<file path="config.mk">
export PLATFORM = sky130hd
export DESIGN_NAME = persiana_actuador
export DESIGN_NICKNAME = d
export VERILOG_FILES = /design/src/rtl/persiana_actuador.sv
export SDC_FILE = /design/constraint.sdc
export NUM_CORES = 1
export LEC_CHECK = 0
export BUFFER_PORTS_ARGS = -buffer_cell sky130_fd_sc_hd__clkbuf_2
export CAP_MARGIN = 20
export CORE_ASPECT_RATIO = 1.2
export CORE_MARGIN = 1.5
export CORE_UTILIZATION = 30
export CTS_CLUSTER_SIZE = 24
export DETAILED_ROUTE_END_ITERATION = 10
export HOLD_SLACK_MARGIN = 0.1
export MAX_ROUTING_LAYER = met4
export PLACE_DENSITY = 0.58
export SETUP_SLACK_MARGIN = 0.5
export SLEW_MARGIN = 20
export SYNTH_ARGS = -nofsm -noshare
export SYNTH_HDL_FRONTEND = slang
export SYNTH_SLANG_ARGS = --single-unit
export TNS_END_PERCENT = 1
</file>
<file path="constraint.sdc">
create_clock -name Reloj -period 3.4 [get_ports Reloj]
set_input_delay 0.68 -clock Reloj [delete_from_list [all_inputs] [get_ports Reloj]]
set_output_delay 0.68 -clock Reloj [all_outputs]
set_load 0.01 [all_outputs]
</file>
<file path="src/rtl/persiana_actuador.sv">
// Blind motor actuator: start/reverse sequencing, position tracking and limit decode.
// Optional motor dead time before every start is enabled with macro PERSIANA_DEADTIME_EN.
module persiana_actuador #(
  parameter int STEP_DIV  = 16,
  parameter int POS_MAX   = 200,
  parameter int DEAD_TIME = 8,
  parameter int INIT_POS  = 0
) (
  input  logic       Reloj,
  input  logic       reset,
  input  logic       subir,
  input  logic       bajar,
  output logic       motor_arriba,
  output logic       motor_abajo,
  output logic       Ssup,
  output logic       Smed,
  output logic       Sinf,
  output logic [7:0] posicion,
  output logic       conflicto,
  output logic [1:0] estado
);

`ifdef PERSIANA_DEADTIME_EN
  localparam bit USE_DEAD = 1'b1;
`else
  localparam bit USE_DEAD = 1'b0;
`endif

  localparam int PW = (STEP_DIV  > 1) ? $clog2(STEP_DIV)  : 1;
  localparam int DW = (DEAD_TIME > 1) ? $clog2(DEAD_TIME) : 1;
  localparam logic [PW-1:0] PRESC_LAST = PW'(STEP_DIV - 1);
  localparam logic [DW-1:0] DEAD_LAST  = DW'(DEAD_TIME - 1);
  localparam logic [7:0]    PMAX       = 8'(POS_MAX);
  localparam logic [7:0]    PMID       = 8'(POS_MAX / 2);
  localparam logic [7:0]    PINIT      = 8'(INIT_POS);

  typedef enum logic [1:0] {
    PARADO   = 2'd0,
    ESPERA   = 2'd1,
    SUBIENDO = 2'd2,
    BAJANDO  = 2'd3
  } estado_t;

  // Without dead time the start state is the motion state itself.
  localparam estado_t START_UP   = USE_DEAD ? ESPERA : SUBIENDO;
  localparam estado_t START_DOWN = USE_DEAD ? ESPERA : BAJANDO;

  estado_t         estado_q, estado_d;
  logic            dir_q, dir_d;          // 1 = up
  logic [PW-1:0]   presc_q, presc_d;
  logic [DW-1:0]   dcnt_q, dcnt_d;
  logic [7:0]      pos_q, pos_d;
  logic            conf_q;

  always_ff @(posedge Reloj or negedge reset) begin
    if (!reset) begin
      estado_q <= PARADO;
      dir_q    <= 1'b0;
      presc_q  <= '0;
      dcnt_q   <= '0;
      pos_q    <= PINIT;
      conf_q   <= 1'b0;
    end else begin
      estado_q <= estado_d;
      dir_q    <= dir_d;
      presc_q  <= presc_d;
      dcnt_q   <= dcnt_d;
      pos_q    <= pos_d;
      conf_q   <= subir & bajar;
    end
  end

  always_comb begin
    estado_d = estado_q;
    dir_d    = dir_q;
    presc_d  = presc_q;
    dcnt_d   = dcnt_q;
    pos_d    = pos_q;
    if (subir && bajar) begin
      estado_d = PARADO;
    end else begin
      case (estado_q)
        PARADO: begin
          if (subir && pos_q != PMAX) begin
            dir_d    = 1'b1;
            estado_d = START_UP;
          end else if (bajar && pos_q != 8'd0) begin
            dir_d    = 1'b0;
            estado_d = START_DOWN;
          end
        end
        ESPERA: begin
          if (dir_q ? (!subir || pos_q == PMAX) : (!bajar || pos_q == 8'd0))
            estado_d = PARADO;
          else if (dcnt_q == DEAD_LAST)
            estado_d = dir_q ? SUBIENDO : BAJANDO;
          else
            dcnt_d = dcnt_q + 1'b1;
        end
        SUBIENDO: begin
          if (subir) begin
            if (presc_q == PRESC_LAST) begin
              presc_d = '0;
              pos_d   = pos_q + 8'd1;
              if (pos_d == PMAX) estado_d = PARADO;
            end else begin
              presc_d = presc_q + 1'b1;
            end
          end else if (bajar && pos_q != 8'd0) begin
            dir_d    = 1'b0;
            estado_d = START_DOWN;
          end else begin
            estado_d = PARADO;
          end
        end
        BAJANDO: begin
          if (bajar) begin
            if (presc_q == PRESC_LAST) begin
              presc_d = '0;
              pos_d   = pos_q - 8'd1;
              if (pos_d == 8'd0) estado_d = PARADO;
            end else begin
              presc_d = presc_q + 1'b1;
            end
          end else if (subir && pos_q != PMAX) begin
            dir_d    = 1'b1;
            estado_d = START_UP;
          end else begin
            estado_d = PARADO;
          end
        end
        default: estado_d = PARADO;
      endcase
    end
    // Any state change discards partial step and dead-time progress.
    if (estado_d != estado_q) begin
      presc_d = '0;
      dcnt_d  = '0;
    end
  end

  assign motor_arriba = (estado_q == SUBIENDO);
  assign motor_abajo  = (estado_q == BAJANDO);
  assign posicion     = pos_q;
  assign Ssup         = (pos_q == PMAX);
  assign Smed         = (pos_q == PMID);
  assign Sinf         = (pos_q == 8'd0);
  assign conflicto    = conf_q;
  assign estado       = estado_q;

endmodule

</file>
==> results of run 1 <==
## cell type report
type	instances	area (um^2)	area share, %
clock buffer	4	45.04	2.675
inverter	7	26.28	1.560
multi-input combinational	134	967.2	57.43
sequential	19	475.5	28.23
tap	60	75.07	4.458
timing repair buffer	19	95.09	5.646
## power by group
part           switching [mW]  total, mW  internal (mW)
clock                  0.0785      0.162         0.0834
sequential             0.0541      0.304          0.250
combinational           0.179      0.298          0.119
## registers in the layout (all words and copies together), names as in the netlist
signal,flops
presc_q,4
conflicto,1
dcnt_q,3
estado,2
dir_q,1
posicion,8
## worst max-delay path by stage
stage	depth (start not counted)	from	slack, ns	end
after floorplan	5	posicion[1]	1.20	Sinf
after global placement	8	posicion[1]	0.88	presc_q[1]
after detailed placement	8	posicion[1]	0.93	dcnt_q[1]
after CTS	6	posicion[1]	0.72	Sinf
after global routing	6	posicion[1]	0.54	Sinf
final	6	posicion[1]	0.71	Sinf
## Yosys cell counts (all sizes together) (3+ instances only)
| master | number |
|---|---|
| xnor2 | 7 |
| dfrtp | 19 |
| inv | 7 |
| ha | 6 |
| nand2 | 17 |
| buf | 8 |
| mux2i | 3 |
| o21ai | 6 |
| nor3b | 3 |
| or3 | 5 |
| nand3 | 5 |
| nor2 | 17 |
| nor3 | 4 |
| xor2 | 5 |
| o22ai | 3 |
| a21oi | 12 |
| nor4 | 4 |
## worst max-delay path: cells and delay by family (launching register included)
| kind | cells | cell delay [ns] |
|---|---|---|
| adder cells (fa/ha/maj) | 1 | 0.25 |
| buffers and inverters | 2 | 0.29 |
| flip-flops | 1 | 0.45 |
| AND/OR/NAND/NOR | 3 | 0.76 |
## layer usage
layer  global-route usage (%)  wire length [um]
met1                    18.36              1558
met2                    21.65              1748
met3                    1.662               105
met4                    6.800                70
met5                        -                 0
## kinds of logic after synthesis
group           synth area share, %
compound gates                21.01
xor+xnor                      6.840
fa+ha+maj                     4.886
buf+inv                       6.106
flops                         30.94
mux                           2.687
simple gates                  27.52
## cell usage in the layout (no fill, tap or decap), drive strengths merged, types with 2 or more instances in the layout
cell type | synthesis | layout
clkbuf | 1 | 23
dfrtp | 19 | 19
nor2 | 17 | 17
nand2 | 17 | 17
a21oi | 12 | 12
xnor2 | 7 | 7
inv | 7 | 7
o21ai | 6 | 6
ha | 6 | 6
xor2 | 5 | 5
nand3 | 5 | 5
or3 | 5 | 5
nor3 | 4 | 4
nor4 | 4 | 4
mux2i | 3 | 3
o22ai | 3 | 3
nor3b | 3 | 3
and4b | 2 | 2
a21boi | 2 | 2
nand4 | 2 | 2
nand2b | 2 | 2
and3 | 2 | 2
a31oi | 2 | 2
o21bai | 2 | 2
and2 | 2 | 2
or2 | 2 | 2
o211ai | 2 | 2
==> impl_metrics.ini, run 1 <==
[place]
io_buffers = 19
dpl.hpwl_mm = 2.621
placed_area_um2 = 1639
dp_cells = 239
dpl_worst_slack_ns = 0.9314
place_congestion = 0.8455

[timing]
fin_crit_sh_pct = 79.01
hold_viol = 0
setup_slack_ns = 0.7136
period_needed_ns = 2.686
setup_violations = 0
drv_slew = 0
clock_skew_ns = 0.007415
fmax_mhz = 372.2
tightest_slew_ns = 0.5193
rsz0062_at_grt = no
finalSetupTns_ns = 0
whs_ns = 0.3679
relSlewSlack_pct = 65.09

[cts]
postCtsResizedCells = 0
cts_hold_buf = 0
cts.htree.levels = 1
clk_pin_slew_ns = 0.08
clock_latency_ns = 0.26
cts.sinks = 19
cts_tree = done
ctsLongestPathBuffers = 2
cts_root_buffer = clkbuf_8
cts_made_buffers = 3
cts_setup_buffers = 0

[run]
drv_cap = 0

[critical_path]
worstRegToRegCells = 8
start_kind = flop
r2r_start = posicion[1]
worst-path-max-fanout = 9
critical_path_class = reg2out
r2r-end = dcnt_q[1]
worstPathArrival_ns = 2.01
critPathMaxStageDelay_ns = 0.45
cp.required_ns = 2.72
critPathCaptureType = output pin
cpMaxStageDelayCell = dfrtp_1
reg2reg_slack_ns = 0.90
path_cells = inv_1 -> ha_1 -> nor3b_4 -> nand2_1 -> nor3_1 -> clkbuf_2

[floorplan]
die_w_um = 68.33
fp-row-count = 28
io_pins = 20
die_h_um = 81.40
core_area_um2 = 4940
initial_utilization_pct = 31.10
die_area_um2 = 5562

[global_routing]
grt_max_degree = 20
grt.total_usage_pct = 14.14
antenna_found_initial = 0
grt_pass1_wl_mm = 5.802
overflow = 0
grt_pass1_vias = 1253

[synthesis]
synth-seq-cells = 19
synth_edf_count = 0
ys_top_cells_by_area = dfrtp_1, ha_1, nor2_1
yosys.area.top_type_share_pct = 30.94
yosys_warnings = 0
syn_nets = 179
syn_inst = 169
synth-async-reset-ratio_pct = 100.0
seq_area_frac_synth_pct = 30.94
postSynthAreaPerCell_um2 = 9.092
synth_flop_cell = dfrtp_1
yosysTopAreaCell = dfrtp_1
yosysUniqueCellTypes = 60
synthesis.area_um2 = 1536

[detailed_routing]
vias = 1285
post_drt_via_cell_ratio = 5.288
routed_wl_mm = 3.481
drt_iter0_drc = 35
ant_nets = 0
routedWlPerCell_um = 14.33
first_pass_iters = 4
remaining_drc_errors = 0

[finish]
syn2layout_area_growth_pct = 9.609
antenna_cells = 0
finish.utilization_pct = 34.09
fin_nets = 194
fin_cells = 243
drive_above_1_share_pct = 24.59
final_cell_area_um2 = 1684
fillerInstances = 514

[status]
status = complete, no violations

[pwr]
power.leakage_nw = 0.7327
vdd_drop_max_mv = 0.1879
power.total_uw = 763.7
power.density_nw_per_um2 = 453.4

[worst_hold_path]
min_path_type = in2async
Note: power is estimated with default switching activity, not from simulation.
==> inputs of run 2 (changes only) <==
Clock period 3.4 ns to 2.75 ns, I/O delays scaled along.
==> run 2 against run 1 <==
Effect of this change:
- sequential power up 25%
- global-route usage up 0.41 points
- sequential share of layout area down 0.76 points
==> impl_metrics.ini, run 2 (same netlist as run 1, synthesis figures left out) <==
[cts]
cts_tree = done
cts.htree.levels = 1
cts_made_buffers = 3
ctsLongestPathBuffers = 2
cts_hold_buf = 0
clock_latency_ns = 0.26
cts_root_buffer = clkbuf_8
clk_pin_slew_ns = 0.08
cts.sinks = 19

[detailed_routing]
drt_iter0_drc = 67
first_pass_iters = 4
vias = 1330
remaining_drc_errors = 0
post_drt_via_cell_ratio = 5.385
routedWlPerCell_um = 14.09
routed_wl_mm = 3.480
ant_nets = 0

[run]
drv_cap = 0

[finish]
final_cell_area_um2 = 1744
layout_commonest_cell = clkbuf_2
finish.utilization_pct = 35.31
fin_cells = 247
drive_above_1_share_pct = 29.41
syn2layout_area_growth_pct = 13.52
fillerInstances = 522
register_area_um2 = 479.2
fin_nets = 198
multi_input_area_um2 = 979.7
layout_common_cells = clkbuf_2, nor2_1, dfrtp_1
largest_register_ffs = 8
antenna_cells = 0

[timing]
finalSetupTns_ns = 0
tightest_slew_ns = 0.4937
hold_viol = 0
drv_slew = 0
fin_crit_sh_pct = 81.02
rsz0062_at_grt = yes
period_needed_ns = 2.228
relSlewSlack_pct = 67.09
setup_violations = 0
clock_skew_ns = 0.008298
fmax_mhz = 448.8

[pwr]
intPower_uw = 563.4
p_clk_share_pct = 21.0
power.total_uw = 950.9
switching_share_pct = 40.75
p_comb_share_pct = 39.1
power.leakage_nw = 0.7533
power.density_nw_per_um2 = 545.2
pwr-share-seq_pct = 40.0
p_switching_uw = 387.4
vdd_drop_max_mv = 0.2600

[critical_path]
worst-path-max-fanout = 5
critPathCaptureType = output pin
path_buf_inv = 2
start_kind = flop
crit_family = simple AND/OR/NAND/NOR gates
critical_path_class = reg2out
path_cells = inv_1 -> ha_4 -> nor3b_4 -> nand2_1 -> nor3_1 -> clkbuf_2
cpMaxStageDelayCell = dfrtp_2
cp.required_ns = 2.20
worstPathArrival_ns = 1.68
critPathMaxStageDelay_ns = 0.41

[floorplan]
die_area_um2 = 5562
fp-row-count = 28
io_pins = 20
core_area_um2 = 4940
die_w_um = 68.33
die_h_um = 81.40
initial_utilization_pct = 31.10

[place]
placed_area_um2 = 1639
dp_cells = 239
place_congestion = 0.8506
dpl.hpwl_mm = 2.617
io_buffers = 19

[global_routing]
overflow = 0
grt.total_usage_pct = 14.55
grt_max_degree = 20
grt_pass1_vias = 1238
grt_pass1_wl_mm = 5.947
antenna_found_initial = 0

[worst_hold_path]
min_path_type = in2async

[status]
status = complete, no violations
run 2: per-stage QoR:
stage | setup slack [ns] | hold slack, ns
floorplan | 0.5785 | 0.2544
global placement | 0.4434 | 0.5080
detailed placement | 0.3492 | 0.5268
CTS | 0.5341 | 0.2579
global route | 0.4015 | 0.2820
finish | 0.5221 | 0.2357
run 2: routing by layer:
layer	vias up	global-route usage, %	wire (um)
met3	8	1.524	83
met1	657	18.45	1578
met4	0	7.400	91
met5	-	-	0
met2	19	22.72	1726
li1	646	-	-
run 2: final timing paths:
kind,start,end,slack (ns),cells after the start
max,posicion[0],Sinf,0.52,6
min,reset,posicion[2],0.24,1
max reg2reg,posicion[0],dcnt_q[1],0.54,9
min reg2reg,dcnt_q[2],dcnt_q[2],0.54,2
max in group asynchronous,reset,estado[0],2.14,1
min in group Reloj,dcnt_q[2],dcnt_q[2],0.54,2
run 2: final cells by class:
cell class / instances / share of cell area [%]
clock inverters: 1 / 0.2869
flip-flops and latches: 19 / 27.47
well taps: 60 / 4.304
repair buffers: 23 / 7.891
clock buffers: 3 / 2.367
multi-input cells: 134 / 56.17
inverters: 7 / 1.506
run 2: what timing repair did:
item | in CTS | in global routing
gates resized for setup | 5 | 1
setup endpoints to repair | 10 | 12
endpoints found under the hold margin | 0 | 0
pin swaps | 2 | 0
setup buffers | 3 | 1
run 2: power by group through the flow:
stage / combinational, mW / clock, mW / sequential (mW)
after global placement: 0.368 / 0 / 0.387
after detailed placement: 0.367 / 0 / 0.386
after CTS: 0.376 / 0.208 / 0.378
after global routing: 0.414 / 0.218 / 0.389
final: 0.371 / 0.200 / 0.380
after floorplan: 0.308 / 0 / 0.348
==> inputs of run 3 (changes only) <==
Clock period 2.75 ns to 2.2 ns, I/O delays scaled along.
==> run 3 against run 2 <==
Effect of this change:
- routed wire length up 3.9%
- count of clock-buffer cells in the layout unchanged
- non-clock buffer count up 10
- clock power up 27%
- total power up 34%
- worst hold slack worse by 0.10 ns
- first-iteration DRC count up 58%
- register-to-register slack worse by 0.37 ns
- die area unchanged
- combinational power up 52%
==> impl_metrics.ini, run 3 (same netlist as run 1, synthesis figures left out) <==
[status]
status = complete, no violations

[timing]
fin_crit_sh_pct = 94.40
finalSetupTns_ns = 0
fmax_mhz = 481.5
period_needed_ns = 2.077
whs_ns = 0.1314
clock_skew_ns = 0.006399
setup_slack_ns = 0.1231
drv_slew = 0
hold_viol = 0
tightest_slew_ns = 0.5251
setup_violations = 0
rsz0062_at_grt = yes
relSlewSlack_pct = 64.50

[floorplan]
io_pins = 20
initial_utilization_pct = 31.10
die_h_um = 81.40
die_w_um = 68.33
die_area_um2 = 5562
core_area_um2 = 4940
fp-row-count = 28

[global_routing]
overflow = 0
grt_max_degree = 20
grt.total_usage_pct = 15.24
grt_pass1_wl_mm = 6.230
antenna_found_initial = 0
grt_pass1_vias = 1289

[finish]
fillerInstances = 490
syn2layout_area_growth_pct = 23.37
fin_nets = 208
fin_cells = 257
finish.utilization_pct = 38.37
largest_register_ffs = 8
multi_input_area_um2 = 1056
register_area_um2 = 480.5
drive_above_1_share_pct = 39.59
layout_common_cells = clkbuf_2, nor2_1, dfrtp_1
antenna_cells = 0
layout_commonest_cell = clkbuf_2
final_cell_area_um2 = 1896

[critical_path]
start_kind = flop
crit_family = simple AND/OR/NAND/NOR gates
path_cells = inv_2 -> ha_4 -> nor3b_4 -> nand2_2 -> nor3_2 -> clkbuf_2
cp.required_ns = 1.76
critPathMaxStageDelay_ns = 0.41
critical_path_class = reg2out
worstPathArrival_ns = 1.64
worst-path-max-fanout = 6
path_buf_inv = 2
critPathCaptureType = output pin
cpMaxStageDelayCell = dfrtp_2

[detailed_routing]
remaining_drc_errors = 0
first_pass_iters = 4
wl_met2_mm = 1.742
highest_layer = met4
post_drt_via_cell_ratio = 5.241
routedWlPerCell_um = 14.07
wl_met1_mm = 1.646
ant_nets = 0
route.met3.wl_um = 112
drt_iter0_drc = 106
routed_wl_mm = 3.615
vias = 1347

[pwr]
power.leakage_nw = 0.8113
power.density_nw_per_um2 = 674.2
power.total_mw = 1.278
vdd_drop_max_mv = 0.3288

[cts]
cts_tree = done
cts.sinks = 19
cts_hold_buf = 0
ctsLongestPathBuffers = 2
clock_latency_ns = 0.26
clk_pin_slew_ns = 0.08
cts.htree.levels = 1
cts_made_buffers = 3
cts_root_buffer = clkbuf_8

[place]
placed_area_um2 = 1729
dpl_worst_slack_ns = 0.09320
dpl.hpwl_mm = 2.704
place_congestion = 0.8567
io_buffers = 19
dp_cells = 249

[run]
drv_cap = 0

[worst_hold_path]
min_path_type = in2async
## run 3: cell count changes in the layout (fill, tap and decap cells not counted), sizes merged
cell / previous run / this run
buf: 4 / 16
clkbuf: 22 / 20
## run 3: final cells by class
type / instances / area share [%]
inverters: 7 / 1.386
repair buffers: 33 / 11.16
flip-flops and latches: 19 / 25.35
multi-input cells: 134 / 55.71
well taps: 60 / 3.960
clock inverters: 1 / 0.2640
clock buffers: 3 / 2.178
## run 3: worst paths after layout
path                             startpoint   endpoint  slack (ns)  cells after the start
worst max register to register  posicion[1]  dcnt_q[1]        0.17                      9
worst max-delay path            posicion[1]       Sinf        0.12                      6
worst min-delay path                  reset      dir_q        0.13                      1
min in group Reloj                    bajar      dir_q        0.53                      4
worst min register to register    dcnt_q[2]  dcnt_q[2]        0.55                      2
max in group asynchronous             reset  estado[1]        1.69                      1
## run 3: power breakdown
group	switching, mW	internal (mW)
clock	0.127	0.126
sequential	0.0713	0.389
combinational	0.321	0.244
## run 3: metal layers
layer / GRT usage, % / vias up
met5: - / -
met4: 7.200 / 0
met3: 1.939 / 11
met2: 24.08 / 36
met1: 19.10 / 629
li1: - / 671
## run 3: worst reg2reg max path, stage by stage, from the launching register on
cell	delay, ns
dfrtp_2	0.37
inv_2	0.05
ha_4	0.15
nor3b_4	0.17
buf_6	0.14
a211oi_4	0.32
a21oi_2	0.08
nor4_4	0.33
mux2i_1	0.24
nor2_1	0.06
## run 3: what timing repair did
item | in CTS | in global routing
pin swaps | 3 | 8
setup endpoints to repair | 19 | 21
resized for setup | 1 | 23
buffers inserted | 3 | 1
